===== config.mk =====
export PLATFORM = sky130hd
export DESIGN_NAME = regfile_wb_arbiter
export DESIGN_NICKNAME = d
export VERILOG_FILES = /design/src/rtl/regfile_wb_arbiter.sv
export SDC_FILE = /design/constraint.sdc
export NUM_CORES = 1
export LEC_CHECK = 0
export ABC_AREA = 0
export BUFFER_PORTS_ARGS = -buffer_cell sky130_fd_sc_hd__buf_4
export CAP_MARGIN = 15
export CORE_MARGIN = 4
export CORE_UTILIZATION = 51
export CTS_BUF_LIST = sky130_fd_sc_hd__clkbuf_4 sky130_fd_sc_hd__clkbuf_8 sky130_fd_sc_hd__clkbuf_16
export CTS_CLUSTER_DIAMETER = 150
export DETAILED_ROUTE_END_ITERATION = 12
export GPL_TIMING_DRIVEN = 0
export PLACE_DENSITY_LB_ADDON = 0.3
export SLEW_MARGIN = 40
export SYNTH_ARGS = -nofsm -noshare
export SYNTH_HDL_FRONTEND = slang
export SYNTH_SLANG_ARGS = --single-unit

===== constraint.sdc =====
create_clock -name clk -period 4.6 [get_ports clk]
set_input_delay 0.23 -clock clk [delete_from_list [all_inputs] [get_ports clk]]
set_output_delay 0.23 -clock clk [all_outputs]
set_load 0.01 [all_outputs]

===== src/rtl/regfile_wb_arbiter.sv =====
//------------------------------------------------------------------------------
// regfile_wb_arbiter: two per-requester writeback FIFOs drained round-robin
// into one registered regfile write port. Revision: 1.0
//------------------------------------------------------------------------------
`default_nettype none

module regfile_wb_fifo #(
    parameter int XLEN  = 64,
    parameter int AW    = 5,
    parameter int DEPTH = 2
) (
    input  logic                       clk,
    input  logic                       reset,
    input  logic                       push_i,
    input  logic [AW-1:0]              push_rd_i,
    input  logic [XLEN-1:0]            push_data_i,
    input  logic                       pop_i,
    output logic                       full_o,
    output logic                       empty_o,
    output logic [AW-1:0]              head_rd_o,
    output logic [XLEN-1:0]            head_data_o,
    output logic [DEPTH-1:0][AW-1:0]   ent_rd_o,
    output logic [DEPTH-1:0]           ent_vld_o
);
    localparam int PW = $clog2(DEPTH);
    localparam int CW = PW + 1;
    localparam logic [PW-1:0] PTR_ONE = 1;
    localparam logic [CW-1:0] CNT_ONE = 1;
    localparam logic [CW-1:0] CNT_FULL = CW'(DEPTH);

    logic [PW-1:0]               wptr_q, wptr_d, rptr_q, rptr_d;
    logic [CW-1:0]               cnt_q, cnt_d;
    logic [DEPTH-1:0][AW-1:0]    rd_q;
    logic [DEPTH-1:0][XLEN-1:0]  data_q;
    logic [DEPTH-1:0][PW-1:0]    off_w;

    always_comb begin
        wptr_d = push_i ? wptr_q + PTR_ONE : wptr_q;
        rptr_d = pop_i  ? rptr_q + PTR_ONE : rptr_q;
        cnt_d  = cnt_q;
        case ({push_i, pop_i})
            2'b10:   cnt_d = cnt_q + CNT_ONE;
            2'b01:   cnt_d = cnt_q - CNT_ONE;
            default: cnt_d = cnt_q;
        endcase
    end

    always_ff @(posedge clk or negedge reset) begin
        if (!reset) begin
            wptr_q <= '0;
            rptr_q <= '0;
            cnt_q  <= '0;
        end else begin
            wptr_q <= wptr_d;
            rptr_q <= rptr_d;
            cnt_q  <= cnt_d;
        end
    end

    // Storage needs no reset: occupancy alone decides which slots are live.
    always_ff @(posedge clk) begin
        if (push_i) begin
            rd_q[wptr_q]   <= push_rd_i;
            data_q[wptr_q] <= push_data_i;
        end
    end

    always_comb begin
        off_w     = '0;
        ent_vld_o = '0;
        for (int i = 0; i < DEPTH; i++) begin
            off_w[i]     = PW'(i) - rptr_q;
            ent_vld_o[i] = ({1'b0, off_w[i]} < cnt_q);
        end
    end

    assign full_o      = (cnt_q == CNT_FULL);
    assign empty_o     = (cnt_q == '0);
    assign head_rd_o   = rd_q[rptr_q];
    assign head_data_o = data_q[rptr_q];
    assign ent_rd_o    = rd_q;
endmodule

module regfile_wb_arbiter #(
    parameter int XLEN  = 64,
    parameter int AW    = 5,
    parameter int DEPTH = 2
) (
    input  logic                clk,
    input  logic                reset,
    input  logic                alu_valid,
    output logic                alu_ready,
    input  logic [AW-1:0]       alu_rd,
    input  logic [XLEN-1:0]     alu_data,
    input  logic                mem_valid,
    output logic                mem_ready,
    input  logic [AW-1:0]       mem_rd,
    input  logic [XLEN-1:0]     mem_data,
    output logic                RegWrite,
    output logic [AW-1:0]       wa,
    output logic [XLEN-1:0]     wd,
    output logic [2**AW-1:0]    pending,
    output logic                grant_id
);
    localparam int NREG = 2**AW;

    logic                      alu_full_w, alu_empty_w, mem_full_w, mem_empty_w;
    logic                      alu_push_w, mem_push_w, alu_pop_w, mem_pop_w;
    logic [AW-1:0]             alu_head_rd_w, mem_head_rd_w;
    logic [XLEN-1:0]           alu_head_data_w, mem_head_data_w;
    logic [DEPTH-1:0][AW-1:0]  alu_ent_rd_w, mem_ent_rd_w;
    logic [DEPTH-1:0]          alu_ent_vld_w, mem_ent_vld_w;
    logic                      grant_w, sel_w;

    logic                      regwrite_q, regwrite_d;
    logic [AW-1:0]             wa_q, wa_d;
    logic [XLEN-1:0]           wd_q, wd_d;
    logic                      gid_q, gid_d;
    logic                      last_grant_q, last_grant_d;
    logic [NREG-1:0]           pending_w;

    assign alu_ready = !alu_full_w;
    assign mem_ready = !mem_full_w;

    // Writes to x0 complete the handshake but are dropped here.
    assign alu_push_w = alu_valid && !alu_full_w && (alu_rd != '0);
    assign mem_push_w = mem_valid && !mem_full_w && (mem_rd != '0);

    regfile_wb_fifo #(.XLEN(XLEN), .AW(AW), .DEPTH(DEPTH)) u_alu_fifo (
        .clk         (clk),
        .reset       (reset),
        .push_i      (alu_push_w),
        .push_rd_i   (alu_rd),
        .push_data_i (alu_data),
        .pop_i       (alu_pop_w),
        .full_o      (alu_full_w),
        .empty_o     (alu_empty_w),
        .head_rd_o   (alu_head_rd_w),
        .head_data_o (alu_head_data_w),
        .ent_rd_o    (alu_ent_rd_w),
        .ent_vld_o   (alu_ent_vld_w)
    );

    regfile_wb_fifo #(.XLEN(XLEN), .AW(AW), .DEPTH(DEPTH)) u_mem_fifo (
        .clk         (clk),
        .reset       (reset),
        .push_i      (mem_push_w),
        .push_rd_i   (mem_rd),
        .push_data_i (mem_data),
        .pop_i       (mem_pop_w),
        .full_o      (mem_full_w),
        .empty_o     (mem_empty_w),
        .head_rd_o   (mem_head_rd_w),
        .head_data_o (mem_head_data_w),
        .ent_rd_o    (mem_ent_rd_w),
        .ent_vld_o   (mem_ent_vld_w)
    );

    always_comb begin
        grant_w      = !alu_empty_w || !mem_empty_w;
        sel_w        = 1'b0;
        if (alu_empty_w)
            sel_w = 1'b1;
        else if (mem_empty_w)
            sel_w = 1'b0;
        else
            sel_w = !last_grant_q;
        alu_pop_w    = grant_w && !sel_w;
        mem_pop_w    = grant_w && sel_w;
        regwrite_d   = grant_w;
        wa_d         = wa_q;
        wd_d         = wd_q;
        gid_d        = gid_q;
        last_grant_d = last_grant_q;
        if (grant_w) begin
            wa_d         = sel_w ? mem_head_rd_w   : alu_head_rd_w;
            wd_d         = sel_w ? mem_head_data_w : alu_head_data_w;
            gid_d        = sel_w;
            last_grant_d = sel_w;
        end
    end

    always_ff @(posedge clk or negedge reset) begin
        if (!reset) begin
            regwrite_q   <= 1'b0;
            wa_q         <= '0;
            wd_q         <= '0;
            gid_q        <= 1'b0;
            last_grant_q <= 1'b1;
        end else begin
            regwrite_q   <= regwrite_d;
            wa_q         <= wa_d;
            wd_q         <= wd_d;
            gid_q        <= gid_d;
            last_grant_q <= last_grant_d;
        end
    end

    always_comb begin
        pending_w = '0;
        for (int i = 0; i < DEPTH; i++) begin
            if (alu_ent_vld_w[i]) pending_w[alu_ent_rd_w[i]] = 1'b1;
            if (mem_ent_vld_w[i]) pending_w[mem_ent_rd_w[i]] = 1'b1;
        end
        if (regwrite_q) pending_w[wa_q] = 1'b1;
        pending_w[0] = 1'b0;
    end

    assign RegWrite = regwrite_q;
    assign wa       = wa_q;
    assign wd       = wd_q;
    assign grant_id = gid_q;
    assign pending  = pending_w;
endmodule

`default_nettype wire


==> impl_metrics.tcl, run 1 <==
set metrics [dict create \
    initial_core_util 0.517 \
    end_kind "output pin" \
    min_period_ns 2.72 \
    netlist.area_leader.share 0.557 \
    yosysSeqAreaShare 0.691 \
    cp_top_family "simple AND/OR/NAND/NOR gates" \
    numPortBuffers 245 \
    synth_edf_count 276 \
    critPathSlowestCell "nor3b_2" \
    max_stage_delay_ns 0.78 \
    async_reset_ff_frac 0.225 \
    netlist_instances 933 \
    finalPower_uw 13500 \
    drt-total-wl_um 41500 \
    area_growth_pct 36.6 \
    crit_arrival_ns 2.49 \
    clk_pin_slew_ns 0.06 \
    required_ns 4.37 \
    dp_hpwl_um 26500 \
    crit_buf_inv 2 \
    ys.warnings.count 0 \
    insertion_delay_ns 0.53 \
    num_io_pins 247 \
    design.die.area_sq_um 32000 \
    synth_area_per_cell_sq_um 16.0 \
    worstPathMaxFanout 9 \
    dr.pass1.iters 6 \
    synth_top_area_cell "edfxtp_1" \
    grt_pass1_wl_um 62400 \
    hold_viol 0 \
    fp.dieW_um 179 \
    gp_congestion 0.944 \
    tightest_slew_ns 0.949 \
    core_sq_um 28800 \
    ant_nets 0 \
    cts_made_buffers 37 \
    grt_overflow 0 \
    synth.top_cells.by_area "edfxtp_1 56%, dfrtp_1 13%, mux2i_1 9.3%, o221ai_2 3.9%, nand2_1 2.2%" \
    post-route-util 0.707 \
    final_nets 1521 \
    dpl.cell_count 1583 \
    crit_type "register to output pin" \
    synth_flop_cell "edfxtp_1" \
    synth_seq_cells 356 \
    relSlewSlack 0.365 \
    leakagePower_uw 0.00805 \
    post-route-drc-count 0 \
    cts_tree "built" \
    hold_path.class "input pin to register" \
    cts_buffer_depth 3 \
    rrSetupSlack_ns 2.28 \
    clock-sinks 356 \
    ir_drop_mv 0.441 \
    root_buffer "clkbuf_16" \
    drtIter0Drc 854 \
    via_per_inst 5.66 \
    pwr_density_cell_nw_per_um2 665 \
    wire_per_inst_um 23.2 \
    hold_ws_ns 0.104 \
    status "complete, no violations" \
    fp-row-count 62 \
    grt_pass1_vias 10900 \
    synth.net_count 1077 \
    vias 10100 \
    finalClockSkew_ns 0.0138 \
    fmax_ghz 0.367 \
    fp.dieH_um 179 \
    cts_max_level 2 \
    path_cells "buf_4 > a21oi_2 > nor3b_2 > a22oi_1 > o211ai_1 > buf_4" \
    cp-start-kind "register" \
    min_period_over_period 0.592 \
    cpMostUsedCell "buf_4" \
    post_cts_buffers 0 \
    setup_viol 0 \
    syn-cell-area_sq_um 14900 \
    grt_max_degree 81 \
    layout-drive-gt1-share 0.328 \
    rsz0062_at_grt "false" \
    drv_slew 0 \
    track_usage 0.256 \
    instances_no_fill 1791 \
    maxCapViolations 0 \
    grt_antenna_before_repair 1 \
    nFillCells 1862 \
    cts-resized-gates 0 \
    synth.distinct_cells 59 \
]
metal layers:
layer | vias to the layer above | part of all wire | global-route usage
met5 | - | 0 | 0
met4 | 0 | 0.026 | 0.0768
met3 | 88 | 0.078 | 0.0565
met2 | 475 | 0.51 | 0.446
met1 | 5011 | 0.39 | 0.323
li1 | 4566 | - | -
final timing paths:
kind	from	end	cells past startpoint
max reg2reg	u_alu_fifo.cnt_q[1]$_DFFE_PN0P_	u_alu_fifo.data_q[15]$_DFFE_PP_	7
max	u_mem_fifo.rptr_q$_DFFE_PN0P_	pending[18]	6
min	mem_valid	u_mem_fifo.wptr_q$_DFFE_PN0P_	3
min in group asynchronous	reset	wd[58]$_DFFE_PN0P_	2
max in group asynchronous	reset	wd[15]$_DFFE_PN0P_	2
min reg2reg	wd[60]$_DFFE_PN0P_	wd[60]$_DFFE_PN0P_	2
layout by cell type, fill, tap and decap left out, types with 5 or more instances in the layout:
| master | synthesis | layout |
|---|---|---|
| clkbuf_1 | 13 | 13 |
| nor3b_1 | 10 | 9 |
| and3b_1 | 7 | 7 |
| o21ai_0 | 7 | 7 |
| buf_4 | 11 | 255 |
| buf_8 | 0 | 14 |
| buf_6 | 9 | 9 |
| nor2_1 | 22 | 18 |
| nor2_4 | 1 | 5 |
| inv_1 | 5 | 5 |
| o221ai_2 | 39 | 39 |
| nand3_1 | 11 | 11 |
| buf_16 | 0 | 8 |
| nand3b_1 | 6 | 6 |
| o211ai_1 | 8 | 8 |
| clkbuf_16 | 0 | 38 |
| edfxtp_1 | 276 | 276 |
| a22o_1 | 13 | 13 |
| dfrtp_1 | 79 | 79 |
| or4_1 | 5 | 5 |
| clkbuf_4 | 2 | 14 |
| nand2_1 | 86 | 86 |
| o221ai_1 | 19 | 19 |
| mux2i_1 | 138 | 138 |
| nor3_1 | 6 | 5 |
| dlygate4sd3_1 | 0 | 139 |
| mux2_2 | 15 | 15 |
| o22ai_1 | 13 | 13 |
| clkbuf_8 | 0 | 5 |
| o21ai_1 | 9 | 9 |
| o21ai_2 | 6 | 6 |
| buf_2 | 21 | 21 |
| a22oi_1 | 14 | 14 |
| xnor2_1 | 8 | 8 |
| a211o_1 | 13 | 13 |
| nor3b_2 | 4 | 5 |
cell usage after synthesis (13+ instances only):
cell type / number
edfxtp_1: 276
a22o_1: 13
o221ai_1: 19
buf_2: 21
dfrtp_1: 79
a211o_1: 13
clkbuf_1: 13
o221ai_2: 39
nand2_1: 86
nor2_1: 22
o22ai_1: 13
mux2_2: 15
mux2i_1: 138
a22oi_1: 14
cells by family after synthesis:
| family | after synthesis | share of synthesized area |
|---|---|---|
| other | 1 | 0.000252 |
| buffers and inverters | 67 | 0.0265 |
| and+or+nand+nor | 180 | 0.0634 |
| AOI/OAI and AO/OA | 164 | 0.107 |
| adders and majority gates | 2 | 0.00168 |
| DFF | 356 | 0.691 |
| muxes | 153 | 0.104 |
| xor gates and xnor gates | 10 | 0.00588 |
per-stage QoR:
stage | instance area, sq um | setup slack (ns) | TNS, ns
after floorplan | 14900 | 0.343 | 0
after global placement | 17200 | -2.36 | -584.80
after detailed placement | 17700 | 2.30 | 0
after CTS | 20300 | 1.97 | 0
after global routing | 20300 | 1.80 | 0
final | 20300 | 1.88 | 0
power by group:
| group | internal [uW] | switching (uW) |
|---|---|---|
| combinational | 2430 | 3100 |
| sequential | 4520 | 416 |
| clock | 1860 | 1210 |
| total | 8810 | 4720 |
worst register-to-register path: stages (launching register included):
cell and delay (ns):
dfrtp_1 0.42, buf_6 0.17, nand2b_1 0.20, o211ai_2 0.24
nor2_4 0.42, buf_8 0.24, buf_16 0.18, buf_16 0.17
area by class of cell:
cell class                 instances  area, sq um  share of cell area
antenna                            1         2.50            0.000123
clock inverter                    13          165             0.00812
multi-input combinational        510         4240               0.208
sequential                       356        10300               0.506
timing repair buffer             405         3650               0.180
tap                              384          480              0.0236
buffer                            60          368              0.0181
clock buffer                      55         1110              0.0546
inverter                           7         26.3             0.00129
state kept, by name, indices dropped and copies added (netlist names):
name                 flops
u_alu_fifo.data_q      128
u_mem_fifo.data_q      128
wd                      64
u_alu_fifo.ent_rd_o     10
u_mem_fifo.ent_rd_o     10
wa                       5
u_alu_fifo.cnt_q         2
u_mem_fifo.cnt_q         2
RegWrite                 1
grant_id                 1
last_grant_q             1
u_alu_fifo.rptr_q        1
u_alu_fifo.wptr_q        1
u_mem_fifo.rptr_q        1
u_mem_fifo.wptr_q        1
what timing repair did:
item	4_1_cts	5_1_grt
endpoints found under the hold margin	355	0
hold buffers	139	0
endpoints found under the setup margin	0	0
No activity file was read; power rests on OpenSTA's default activity.
==> run 2: changes to the inputs <==
- clock period: 4.6 -> 2.7 ns (I/O delays scaled with it)
==> impl_metrics.tcl, run 2 (same netlist as run 1, synthesis figures left out) <==
set metrics [dict create \
    status "complete, no violations" \
    drt-total-wl_um 42000 \
    post-route-util 0.707 \
    vias 10100 \
    cpMostUsedCell "buf_4" \
    crit_type "register to output pin" \
    ant_nets 0 \
    initial_core_util 0.517 \
    cts_made_buffers 37 \
    track_usage 0.260 \
    ir_drop_mv 0.627 \
    core_sq_um 28800 \
    insertion_delay_ns 0.52 \
    reg2reg_depth 8 \
    r2r_end "u_alu_fifo.data_q[100]$_DFFE_PP_" \
    grt_antenna_before_repair 3 \
    cts_buffer_depth 3 \
    wire_per_inst_um 23.4 \
    critPathSlowestCell "nor2_1" \
    grt_pass1_wl_um 63000 \
    hold_viol 0 \
    hold_path.class "input pin to register" \
    gp_congestion 0.916 \
    min-delay-start "alu_valid" \
    maxCapViolations 0 \
    setup_viol 0 \
    clk_pin_slew_ns 0.06 \
    drtIter0Drc 774 \
    layout-drive-gt1-share 0.326 \
    via_per_inst 5.65 \
    finalClockSkew_ns 0.0252 \
    final_nets 1522 \
    place_ws_ns 0.0729 \
    rrSetupSlack_ns 0.26 \
    worstPathMaxFanout 9 \
    root_buffer "clkbuf_16" \
    area_growth_pct 36.7 \
    rsz0062_at_grt "false" \
    crit_arrival_ns 2.50 \
    max_stage_delay_ns 0.72 \
    min_period_over_period 0.974 \
    fp.dieH_um 179 \
    finalSetupTns_ns 0 \
    layout_common_cells "276 x edfxtp_1, 259 x buf_4, 139 x dlygate4sd3_1" \
    grt_max_degree 81 \
    grt_pass1_vias 10600 \
    required_ns 2.57 \
    dr.pass1.iters 5 \
    hold_depth 3 \
    cts_max_level 2 \
    leakagePower_uw 0.00805 \
    clock-sinks 356 \
    design.die.area_sq_um 32000 \
    min_period_ns 2.63 \
    hold_ws_ns 0.00986 \
    dp_hpwl_um 26700 \
    drv_slew 0 \
    post-route-drc-count 0 \
    final_common_cell "edfxtp_1" \
    num_io_pins 247 \
    cp-start-kind "register" \
    relSlewSlack 0.378 \
    path_cells "buf_4 > a21oi_2 > nor2_1 > a22oi_1 > o211ai_1 > buf_4" \
    hold-path-endpoint "u_alu_fifo.wptr_q$_DFFE_PN0P_" \
    fp-row-count 62 \
    finalPower_uw 23100 \
    pwr_density_cell_nw_per_um2 1130 \
    end_kind "output pin" \
    fp.dieW_um 179 \
    cts_tree "built" \
    setup_ws_ns 0.0693 \
    grt_overflow 0 \
    numPortBuffers 245 \
    tightest_slew_ns 0.928 \
    reg2reg_from "u_alu_fifo.cnt_q[1]$_DFFE_PN0P_" \
    fmax_ghz 0.380 \
]
-- run 2: stage by stage --
step	cells	instance area (sq um)
6_report	1792	20300
5_1_grt	1792	20300
4_1_cts	1785	20300
3_5_place_dp	1580	17700
3_3_place_gp	1562	17200
2_1_floorplan	933	14900
-- run 2: worst max path at each step --
stage,startpoint,to,slack [ns],cells past startpoint
after floorplan,u_alu_fifo.cnt_q[1]$_DFFE_PN0P_,u_alu_fifo.data_q[0]$_DFFE_PP_,-0.41,4
after global placement,u_alu_fifo.cnt_q[1]$_DFFE_PN0P_,u_alu_fifo.data_q[106]$_DFFE_PP_,-1.96,4
after detailed placement,u_alu_fifo.cnt_q[1]$_DFFE_PN0P_,u_alu_fifo.data_q[43]$_DFFE_PP_,0.07,9
after CTS,u_alu_fifo.cnt_q[1]$_DFFE_PN0P_,u_alu_fifo.data_q[43]$_DFFE_PP_,0.05,9
after global routing,wa[4]$_DFFE_PN0P_,pending[18],0.03,5
final,u_mem_fifo.rptr_q$_DFFE_PN0P_,pending[31],0.07,6
-- run 2: report_power, final --
group | switching [uW] | total [uW] | internal, uW | leakage (uW)
combinational | 5340 | 9540 | 4200 | 0.00393
clock | 2060 | 5150 | 3090 | 0.000610
sequential | 694 | 8390 | 7700 | 0.00351
-- run 2: area by class of cell --
cell class	instances	area (sq um)
inverters	7	26.3
diodes	3	7.51
flip-flops and latches	356	10300
clock buffers	48	1030
plain buffers	60	368
fillers	1852	8430
clock inverters	18	196
multi-input cells	510	4250
well taps	384	480
repair buffers	406	3700
-- run 2: repair_timing --
item / CTS / global route
hold buffers: 139 / 0
gates resized for setup: 0 / 0
setup buffers: 0 / 4
endpoints found under the setup margin: 0 / 10
hold endpoints to repair: 355 / 0
-- run 2: critical path, delay by kind of cell, from the launching register on --
kind | cells | cell delay [ns]
buffers and inverters | 2 | 0.38
AO/OA/AOI/OAI | 3 | 0.57
AND/OR/NAND/NOR | 1 | 0.72
flip-flops | 1 | 0.32
-- run 2: routing by layer --
| metal | share of wire | vias up | global-route usage | routed length (um) |
|---|---|---|---|---|
| met5 | 0 | - | 0 | 0 |
| met4 | 0.021 | 0 | 0.0723 | 874 |
| met3 | 0.071 | 70 | 0.0567 | 2990 |
| met2 | 0.51 | 401 | 0.451 | 21600 |
| met1 | 0.39 | 5088 | 0.331 | 16500 |
| li1 | - | 4562 | - | - |
==> run 3: changes to the inputs <==
- ABC_AREA: 0 -> 1
==> impl_metrics.tcl, run 3 <==
set metrics [dict create \
    via_per_inst 5.35 \
    maxCapViolations 0 \
    intPower_uw 14200 \
    core_sq_um 29900 \
    finalClockSkew_ns 0.0199 \
    rrSetupSlack_ns 0.31 \
    cts_buffer_depth 3 \
    path_cells "nand2_1 > nor2_1 > nand3_1 > nand2_1 > nor2_1 > nand2_1 > buf_4" \
    clock-sinks 356 \
    cp-start-kind "register" \
    synth.distinct_cells 32 \
    dpl.cell_count 2176 \
    grtUsageMet1 0.373 \
    netlist_instances 1523 \
    instances_no_fill 2388 \
    dp_hpwl_um 33000 \
    cts_made_buffers 38 \
    status "complete, no violations" \
    ir_drop_mv 0.667 \
    drtIter0Drc 1060 \
    fp-row-count 63 \
    min_period_ns 2.57 \
    grt_overflow 0 \
    fp.dieW_um 183 \
    num_io_pins 247 \
    required_ns 2.57 \
    synth.top_cells.by_area "edfxtp_1 53%, dfrtp_1 13%, nand2_1 11%, nand3_1 6.2%, nor2_1 4.3%" \
    hold_ws_ns 0.0863 \
    cts_max_level 2 \
    post-route-drc-count 0 \
    end_kind "output pin" \
    netSwitchingFraction 0.388 \
    ant_nets 0 \
    critPathSlowestCell "nor2_1" \
    final_nets 2109 \
    design.die.area_sq_um 33300 \
    synth_area_per_cell_sq_um 10.2 \
    insertion_delay_ns 0.53 \
    synth_edf_count 276 \
    hold_path.class "input pin to register" \
    netlist.area_leader.share 0.534 \
    synth_top_area_cell "edfxtp_1" \
    min_period_over_period 0.954 \
    area_growth_pct 34.7 \
    ys.warnings.count 0 \
    met2_usage 0.489 \
    nFillCells 2069 \
    synth_seq_cells 356 \
    drt-total-wl_um 47700 \
    grt_antenna_before_repair 3 \
    layout_common_cells "475 x nand2_1, 276 x edfxtp_1, 255 x buf_4" \
    worstPathMaxFanout 7 \
    crit_arrival_ns 2.44 \
    synth_flop_cell "edfxtp_1" \
    setup_viol 0 \
    dr.pass1.iters 7 \
    yosysSeqAreaShare 0.663 \
    gp_congestion 0.991 \
    yosysMostFrequentCell "nand2_1" \
    cpMostUsedCell "nand2_1" \
    track_usage 0.285 \
    clockPowerShare 0.215 \
    layout-drive-gt1-share 0.205 \
    grt_pass1_vias 13000 \
    final_common_cell "nand2_1" \
    synth.net_count 1667 \
    top_usage_layer "met2" \
    grt_pass1_wl_um 73200 \
    leakagePower_uw 0.00889 \
    synthTopCellsByCount "475 x nand2_1, 276 x edfxtp_1, 192 x nand3_1" \
    fp.dieH_um 183 \
    numPortBuffers 245 \
    async_reset_ff_frac 0.225 \
    crit_type "register to output pin" \
    syn-cell-area_sq_um 15500 \
    drv_slew 0 \
    rsz0062_at_grt "false" \
    max_stage_delay_ns 0.66 \
    tightest_slew_ns 0.850 \
    initial_core_util 0.520 \
    hold_viol 0 \
    dpl-instance-area_sq_um 18300 \
    wire_per_inst_um 20.0 \
    combPwrFrac 0.420 \
    clk_pin_slew_ns 0.06 \
    p_sw_uw 9000 \
    grt_max_degree 81 \
    final_area_sq_um 20900 \
    p_seq_frac 0.364 \
    grt_use_met3 0.0462 \
    fmax_ghz 0.388 \
    relSlewSlack 0.431 \
    root_buffer "clkbuf_16" \
    cts_tree "built" \
    vias 12800 \
    pwr_density_cell_nw_per_um2 1110 \
]
## run 3: changes by cell type after synthesis, moves of 28 or more
cell	before	now
o21a_1	0	52
nand2_1	86	475
o21ai_0	7	35
nor2_1	22	177
or2_2	0	29
nand3_1	11	192
o221ai_2	39	0
mux2i_1	138	0
inv_1	5	70
## run 3: final timing paths
check	start	to	cells after the start
min in group asynchronous	reset	wd[48]$_DFFE_PN0P_	2
max in group asynchronous	reset	wd[59]$_DFFE_PN0P_	2
worst min register to register	wd[50]$_DFFE_PN0P_	wd[50]$_DFFE_PN0P_	2
worst max-delay path	RegWrite$_DFF_PN0_	pending[1]	7
worst max register to register	u_mem_fifo.cnt_q[0]$_DFFE_PN0P_	u_mem_fifo.data_q[119]$_DFFE_PP_	7
worst min-delay path	alu_valid	u_alu_fifo.wptr_q$_DFFE_PN0P_	4
## run 3: through the flow
step | power [uW] | setup TNS, ns | setup slack (ns) | utilization
final | 23200 | 0 | 0.125 | 0.700
after global routing | 24600 | 0 | 0.0832 | 0.700
after CTS | 23100 | 0 | 0.209 | 0.700
after detailed placement | 18000 | 0 | 0.292 | 0.613
after global placement | 17400 | -291.10 | -1.71 | 0.598
after floorplan | 13800 | -52.79 | -0.390 | -
## run 3: cell type report
class	instances	area (sq um)	area share
repair buffers	402	3640	0.174
plain buffers	65	348	0.0166
multi-input cells	1028	4650	0.222
clock buffers	51	1090	0.0521
diodes	3	7.51	0.000359
flip-flops and latches	356	10300	0.492
well taps	390	488	0.0233
inverters	74	279	0.0133
clock inverters	19	130	0.00622
## run 3: metal layers
layer | wire [um] | up-vias
li1 | - | 5980
met1 | 19300 | 6146
met2 | 23600 | 540
met3 | 3280 | 98
met4 | 1590 | 0
met5 | 0 | -
## run 3: kinds of logic (layout without fill, tap and decap cells)
family | Yosys count | in the layout | share of synthesized area
compound gates | 96 | 96 | 0.0399
xor+xnor | 6 | 6 | 0.00338
fa+ha+maj | 2 | 2 | 0.00161
buf+inv | 139 | 611 | 0.0404
flops | 356 | 356 | 0.663
other cells | 1 | 4 | 0.000241
simple gates | 923 | 923 | 0.252
## run 3: critical path: cells and delay by family, from the launching register on
kind | cells | cell delay [ns]
and+or+nand+nor | 6 | 1.30
DFF | 1 | 0.49
buffers and inverters | 1 | 0.14
## run 3: power by group through the flow
stage | clock network [uW] | logic [uW] | registers [uW]
after global routing | 5280 | 10700 | 8590
after floorplan | 0 | 5180 | 8600
after CTS | 5040 | 9660 | 8420
after detailed placement | 0 | 9470 | 8500
final | 4990 | 9760 | 8460
after global placement | 0 | 8790 | 8560
## run 3: repair_timing
action                    in CTS  in global routing
hold buffers                 139                  0
hold endpoints to repair     356                  0
setup buffers                  0                  0
gates resized for setup        0                  0
